[config.mk]
export PLATFORM = sky130hd
export DESIGN_NAME = chunked_add_sub
export DESIGN_NICKNAME = d
export VERILOG_FILES = /design/src/rtl/add_sub_pkg.sv /design/src/rtl/ripple_chunk.sv /design/src/rtl/chunked_add_sub.sv
export SDC_FILE = /design/constraint.sdc
export NUM_CORES = 1
export LEC_CHECK = 0
export CAP_MARGIN = 15
export CELL_PAD_IN_SITES_DETAIL_PLACEMENT = 1
export CELL_PAD_IN_SITES_GLOBAL_PLACEMENT = 1
export CORE_MARGIN = 1
export CORE_UTILIZATION = 39
export CTS_CLUSTER_DIAMETER = 40
export DETAILED_ROUTE_END_ITERATION = 8
export HOLD_SLACK_MARGIN = 0.12
export PLACE_DENSITY_LB_ADDON = 0.1
export SLEW_MARGIN = 20
export SYNTH_ARGS = -nofsm -noshare
export SYNTH_HDL_FRONTEND = slang
export SYNTH_SLANG_ARGS = --single-unit
[constraint.sdc]
create_clock -name clk -period 4.8 [get_ports clk]
set_input_delay 1.44 -clock clk [delete_from_list [all_inputs] [get_ports clk]]
set_output_delay 1.44 -clock clk [all_outputs]
set_load 0.1 [all_outputs]
[src/rtl/add_sub_pkg.sv]
// Shared definitions for the chunked adder/subtractor: FSM encoding,
// counter sizing and the full-adder cell the ripple chunk is built from.
package add_sub_pkg;

    typedef enum logic [1:0] {
        IDLE = 2'd0,
        RUN  = 2'd1,
        DONE = 2'd2
    } state_t;

    // Width of a counter indexing 0..nchunk-1, never narrower than one bit.
    function automatic int cnt_width(input int nchunk);
        return (nchunk > 1) ? $clog2(nchunk) : 1;
    endfunction

    // Full-adder cell: returns {carry_out, sum}.
    function automatic logic [1:0] full_add(input logic x, input logic y, input logic ci);
        return {(x & y) | (x & ci) | (y & ci), x ^ y ^ ci};
    endfunction

endpackage

[src/rtl/ripple_chunk.sv]
// Combinational CHUNK-bit ripple adder built from the full-adder cell.
// Also exposes the carry into the MSB so the caller can derive signed overflow.
module ripple_chunk
    import add_sub_pkg::*;
#(
    parameter int CHUNK = 8
) (
    input  logic [CHUNK-1:0] a,
    input  logic [CHUNK-1:0] b,
    input  logic             cin,
    output logic [CHUNK-1:0] sum,
    output logic             cout,
    output logic             cmsb
);

    logic cy;

    always_comb begin
        sum  = '0;
        cy   = cin;
        cmsb = cin;
        for (int i = 0; i < CHUNK; i++) begin
            if (i == CHUNK - 1) cmsb = cy;
            {cy, sum[i]} = full_add(a[i], b[i], cy);
        end
        cout = cy;
    end

endmodule

[src/rtl/chunked_add_sub.sv]
// Multi-cycle WIDTH-bit add/subtract that processes CHUNK bits per clock
// through a single ripple_chunk, LSB slice first, with valid/ready handshakes.
module chunked_add_sub
    import add_sub_pkg::*;
#(
    parameter int WIDTH = 32,
    parameter int CHUNK = 8
) (
    input  logic             clk,
    input  logic             rst_n,
    input  logic             in_valid,
    output logic             in_ready,
    input  logic [WIDTH-1:0] a,
    input  logic [WIDTH-1:0] b,
    input  logic             sub,
    output logic             out_valid,
    input  logic             out_ready,
    output logic [WIDTH-1:0] s,
    output logic             cout,
    output logic             ovf,
    output logic             zero
);

    localparam int NCHUNK = WIDTH / CHUNK;
    localparam int CW     = cnt_width(NCHUNK);

    if ((CHUNK < 1) || ((WIDTH % CHUNK) != 0)) begin : g_bad_chunk
        $error("chunked_add_sub: WIDTH must be a non-zero multiple of CHUNK");
    end

    state_t           state, state_nx;
    logic [CW-1:0]    cnt;
    logic [WIDTH-1:0] a_sh, b_sh, s_sh, sum_ext, s_nx;
    logic             carry, cout_r, ovf_r, zero_r;
    logic [CHUNK-1:0] slice_sum;
    logic             slice_co, slice_cmsb;
    logic             accept, last;

    assign accept = (state == IDLE) && in_valid;
    assign last   = (state == RUN) && (cnt == CW'(NCHUNK - 1));

    always_comb begin
        state_nx  = state;
        in_ready  = 1'b0;
        out_valid = 1'b0;
        case (state)
            IDLE: begin
                in_ready = 1'b1;
                if (in_valid) state_nx = RUN;
            end
            RUN: begin
                if (last) state_nx = DONE;
            end
            DONE: begin
                out_valid = 1'b1;
                if (out_ready) state_nx = IDLE;
            end
            default: state_nx = IDLE;
        endcase
    end

    always_ff @(posedge clk or negedge rst_n) begin
        if (!rst_n) state <= IDLE;
        else        state <= state_nx;
    end

    ripple_chunk #(.CHUNK(CHUNK)) u_chunk (
        .a    (a_sh[CHUNK-1:0]),
        .b    (b_sh[CHUNK-1:0]),
        .cin  (carry),
        .sum  (slice_sum),
        .cout (slice_co),
        .cmsb (slice_cmsb)
    );

    // New slice enters at the top of the result register, so after NCHUNK
    // shifts slice 0 has reached the LSB.
    assign sum_ext = WIDTH'(slice_sum);
    assign s_nx    = (s_sh >> CHUNK) | (sum_ext << (WIDTH - CHUNK));

    // Operand shift registers carry no reset: they are only read in RUN.
    always_ff @(posedge clk) begin
        if (accept) begin
            a_sh <= a;
            b_sh <= b ^ {WIDTH{sub}};
        end else if (state == RUN) begin
            a_sh <= a_sh >> CHUNK;
            b_sh <= b_sh >> CHUNK;
        end
    end

    always_ff @(posedge clk or negedge rst_n) begin
        if (!rst_n) begin
            cnt    <= '0;
            carry  <= 1'b0;
            s_sh   <= '0;
            cout_r <= 1'b0;
            ovf_r  <= 1'b0;
            zero_r <= 1'b0;
        end else if (accept) begin
            cnt   <= '0;
            carry <= sub;
        end else if (state == RUN) begin
            s_sh  <= s_nx;
            carry <= slice_co;
            cnt   <= last ? '0 : cnt + CW'(1);
            if (last) begin
                cout_r <= slice_co;
                ovf_r  <= slice_co ^ slice_cmsb;
                zero_r <= (s_nx == '0);
            end
        end
    end

    assign s    = s_sh;
    assign cout = cout_r;
    assign ovf  = ovf_r;
    assign zero = zero_r;

endmodule

==> results of run 1 <==
cell families after synthesis:
kind of cell | Yosys count | share of synthesized area, %
AND/OR/NAND/NOR | 231 | 19.4
flip-flops | 104 | 60.5
XOR/XNOR | 33 | 5.98
buffers and inverters | 55 | 6.89
adder cells (fa/ha/maj) | 9 | 3.58
AO/OA/AOI/OAI | 33 | 3.63
layout by cell type, fill, tap and decap left out, types with 2 or more instances in the layout:
master,count
nand2b_1,2
buf_4,4
o21ai_0,6
nor4_1,7
and2_1,8
xnor2_1,32
clkdlybuf4s50_1,103
nand2_1,195
inv_1,8
edfxtp_1,64
nor2_1,10
fa_1,8
nand3_1,2
buf_2,2
o21ai_1,24
clkinv_2,2
nand4_1,2
dfrtp_1,40
clkbuf_16,9
state kept, by name, summed over array words and instances (netlist names):
name / flops
b_sh: 32
cnt: 2
ovf: 1
state: 2
zero: 1
a_sh: 32
cout: 1
carry: 1
s: 32
stage by stage:
stage / util (%) / hold slack, ns
3_3_place_gp: 48.3 / 0.458
4_1_cts: 50.5 / 0.479
3_5_place_dp: 48.3 / 0.463
5_1_grt: 50.5 / 0.496
6_report: 50.5 / 0.471
2_1_floorplan: - / 0.460
synth_stat cells (all sizes together) (2+ instances only):
cell | number | area (µm²)
nor2 | 10 | 37.5
clkbuf | 11 | 41.3
o21ai | 30 | 150
buf | 36 | 262
edfxtp | 64 | 1920
dfrtp | 40 | 1000
xnor2 | 32 | 280
nand2 | 196 | 736
and2 | 8 | 50.1
nor4 | 7 | 43.8
fa | 8 | 160
inv | 8 | 30.0
nand4 | 2 | 12.5
nand3 | 2 | 10.0
nand2b | 2 | 12.5
final cells by class:
type                            count  share of cell area (%)
Clock buffer                       10                    3.76
Inverter                            8                   0.493
Multi-Input combinational cell    306                    26.2
Tap cell                          168                    3.45
Sequential cell                   104                    48.0
Clock inverter                      5                   0.534
Timing Repair Buffer              109                    17.6
metal layers:
layer | GRT usage [%] | up-vias | part of all wire (%)
met4 | 6.32 | 0 | 1.4
met5 | 0 | - | 0
met3 | 3.54 | 9 | 4.7
met2 | 28.5 | 75 | 50
met1 | 19.7 | 1542 | 44
li1 | - | 1623 | -
critical path, stage by stage, from the launching register on:
cell	delay [ns]
dfrtp_1	0.37
inv_1	0.08
fa_1	0.17
inv_1	0.05
fa_1	0.39
fa_1	0.42
fa_1	0.40
fa_1	0.41
fa_1	0.39
fa_1	0.46
nor4_1	0.20
nand4_1	0.13
o41ai_1	0.39
path summary, 6_finish.rpt:
kind / start / end / cells after the start
max: carry / zero / 12
min: s[1] / s[1] / 2
max reg2reg: carry / zero / 12
min reg2reg: s[1] / s[1] / 2
max in group asynchronous: rst_n / s[31] / 1
min in group asynchronous: rst_n / s[12] / 1
==> flow_summary.ini, run 1 <==
[status]
outcome = finished clean

[synthesis]
synthCells = 465
syn_area_per_cell_um2 = 10.4
syn-cell-area_um2 = 4830
postSynthNetCount = 543
synth-main-ff-cell = edfxtp_1
synthArstFlopShare_pct = 38.5
seq_area_frac_synth_pct = 60.5
yosys.cell_types.count = 27
synth-edff-count = 64
synth_seq_cells = 104
synth_warnings = 0

[timing]
tightest_slew_ns = 0.984
period_share_pct = 83.2
fin_ws_ns = 0.808
min_period_ns = 3.99
skew_ns = 0.00875
hold_viol = 0
fmaxAchievable_ghz = 0.250
rsz0062_at_grt = false
setup_violations = 0
slew_headroom_pct = 34.2
finalMaxSlewViolations = 0
setup_tns_ns = 0

[grt]
grt_pass1_wl_mm = 16.1
grt_max_degree = 66
overflow = 0
grt_pass1_vias = 3269
track_usage_pct = 16.3
antenna_found_initial = 0

[final_layout]
multi_input_area_um2 = 1590
final_area_um2 = 6090
syn2layout_area_growth_pct = 26.1
instances_no_fill = 710
fillCellCount = 1345
drive_gt1_share_pct = 4.43
seq_area_um2 = 2920
nNetsFinal = 616
antenna_cells = 0

[routing]
vias = 3249
drtIter0Drc = 163
drc = 0
wire_per_inst_um = 13.9
drt_wl_total_mm = 9.87
ant_nets = 0
vias_per_cell = 4.58
first_pass_iters = 4

[setup_path]
crit_type = reg2reg
startpoint_type = register
cp_max_fo = 2
crit_arrival_ns = 4.21
rrSetupSlack_ns = 0.81
worst_setup_path_end_kind = register
cp_data_required_time_ns = 5.01

[die]
rows = 40
core_area_um2 = 12100
dieArea_um2 = 12800
start_util_pct = 40.0
ios = 106
die_w_um = 113
die_h_um = 113

[clock_network]
cts_resized = 0
cts_tree = built
path_clk_slew_ns = 0.07
cts-root-buf = clkbuf_16
cts_sinks = 104
htreeDepth = 3
hold_buffers = 0
cts_buffer_depth = 2
cts_buffers = 9
post_cts_buffers = 0
clkLatencyLatePin_ns = 0.34

[min_path]
hp-class = reg2reg

[placement]
dp_cells = 695
port_buffers = 105
routabilityCongestion = 0.728
dp_hpwl_mm = 6.83
postPlaceCellArea_um2 = 5830
post-place-ws_ns = 0.850

[run]
drv_cap = 0
Power of run 1 is not shown: default switching activity piles up to over one toggle a cycle in this logic, so the estimate is an artifact.
==> run 2, diff against run 1 <==
- CORE_UTILIZATION: 39 -> 35
- clock period: 4.8 -> 3.4 ns (I/O delays scaled with it)
==> run 2 against run 1 <==
Final area rose by 1.3%; cell count up 2.1%; global-route usage shrank 0.84 points; hold slack improved by 0.020 ns; highest routed layer unchanged; critical path depth increased by 1; die area is 11% higher; flip-flop and latch count stayed put; the flow now finishes with violations (negative setup slack); sequential share of layout area fell by 0.62 points; first-iteration DRC count is 3.1% lower.
==> flow_summary.ini, run 2 (synthesis gave the netlist of run 1 again) <==
[status]
outcome = complete, but fails checks
failed_checks = negative setup slack

[die]
die_h_um = 119
dieArea_um2 = 14300
ios = 106
die_w_um = 119
core_area_um2 = 13300
start_util_pct = 36.2
rows = 42

[clock_network]
path_clk_slew_ns = 0.07
cts_buffers = 9
cts_buffer_depth = 2
hold_buffers = 0
clkLatencyLatePin_ns = 0.35
cts_tree = built
cts_sinks = 104
htreeDepth = 3
cts-root-buf = clkbuf_16

[final_layout]
drive_gt1_share_pct = 14.4
syn2layout_area_growth_pct = 27.7
nNetsFinal = 622
layout_common_cells = nand2_1 (195), clkdlybuf4s50_1 (66), edfxtp_1 (64), buf_4 (45), dfrtp_1 (40)
final_common_cell = nand2_1
final_core_util_pct = 46.2
antenna_cells = 0
final_area_um2 = 6170
fillCellCount = 1492

[setup_path]
crit_buf_inv = 3
crit_type = reg2reg
r2r.worst_path.cells = 13
startpoint_type = register
path_cells = inv_2 > fa_1 > inv_1 > fa_2 > fa_2 > fa_2 > fa_2 > fa_2 > fa_2 > inv_2 > fa_1 > nand4_1 > o41ai_2
cp_data_required_time_ns = 3.62
worst_setup_path_end_kind = register
cpLargestDelayFamily = adder cells
cp_slowest_stage_delay_ns = 0.42
cp_common_cell = fa_2
path_depth = 13
cp_max_fo = 2
crit_arrival_ns = 3.83
slowest_stage = fa_1

[grt]
overflow = 0
grt_pass1_vias = 3381
gr-max-usage-layer = met2
antenna_found_initial = 0
track_usage_pct = 15.5
use_met3_pct = 3.07
met1_usage_pct = 19.9
grt_pass1_wl_mm = 16.9
globalRouteMet2Util_pct = 24.9
grt_max_degree = 66

[run]
drv_cap = 0

[routing]
vias = 3331
drc = 0
drtIter0Drc = 158
first_pass_iters = 4
ant_nets = 0
vias_per_cell = 4.59
wire_per_inst_um = 14.3
drt_wl_total_mm = 10.3

[placement]
postPlaceCellArea_um2 = 5820
routabilityCongestion = 0.754
dp_hpwl_mm = 7.18
post-place-ws_ns = -0.330
port_buffers = 105

[timing]
setup_violations = 3
tightest_slew_ns = 0.897
period_share_pct = 106
skew_ns = 0.00449
fin_ws_ns = -0.205
fmaxAchievable_ghz = 0.277
min_period_ns = 3.61
finalMaxSlewViolations = 0
hold_viol = 0
rsz0062_at_grt = true
slew_headroom_pct = 40.2

[min_path]
hp-class = reg2reg
whs_path_depth = 2
run 2: through the flow:
| step | hold slack (ns) | TNS (ns) | instances |
|---|---|---|---|
| final | 0.491 | -0.331 | 725 |
| after global routing | 0.512 | -0.955 | 725 |
| after CTS | 0.491 | -0.363 | 725 |
| after detailed placement | 0.470 | -0.723 | 708 |
| after global placement | 0.462 | -0.298 | 708 |
| after floorplan | 0.461 | -0.0635 | 465 |
run 2: worst register-to-register path, cell delays in order, from the launching register on:
cell and delay (ns):
edfxtp_1 0.38, inv_2 0.07, fa_1 0.16, inv_1 0.05, fa_2 0.35, fa_2 0.36
fa_2 0.35, fa_2 0.36, fa_2 0.35, fa_2 0.37, inv_2 0.07, fa_1 0.42
nand4_1 0.11, o41ai_2 0.08
run 2: per-layer routing:
metal / share of wire [%] / wire, µm
met5: 0 / 0
met4: 2.0 / 210
met3: 4.4 / 453
met2: 49 / 5050
met1: 45 / 4640
run 2: repair_timing:
| action | CTS | global route |
|---|---|---|
| gates resized for setup | 7 | 1 |
| endpoints found under the hold margin | 0 | 0 |
| gates cloned | 0 | 0 |
| pin swaps | 2 | 1 |
| setup endpoints to repair | 5 | 5 |
| setup buffers | 1 | 0 |
run 2: path summary, 6_finish.rpt:
path | start | endpoint | slack (ns)
max | a_sh[0] | zero | -0.21
min | s[2] | s[2] | 0.49
max reg2reg | a_sh[0] | zero | -0.21
min reg2reg | s[2] | s[2] | 0.49
max in group asynchronous | rst_n | s[17] | 2.04
min in group asynchronous | rst_n | s[11] | 0.80
run 2: cell type report:
class                      instances  area, µm²  area share (%)
tap                              176        220            3.57
multi-input combinational        306       1630            26.4
timing repair buffer             115       1050            17.0
clock inverter                     2       35.0           0.568
clock buffer                      14        285            4.62
sequential                       104       2920            47.4
inverter                           8       30.0           0.487
Power of run 2 is left out for the same reason.
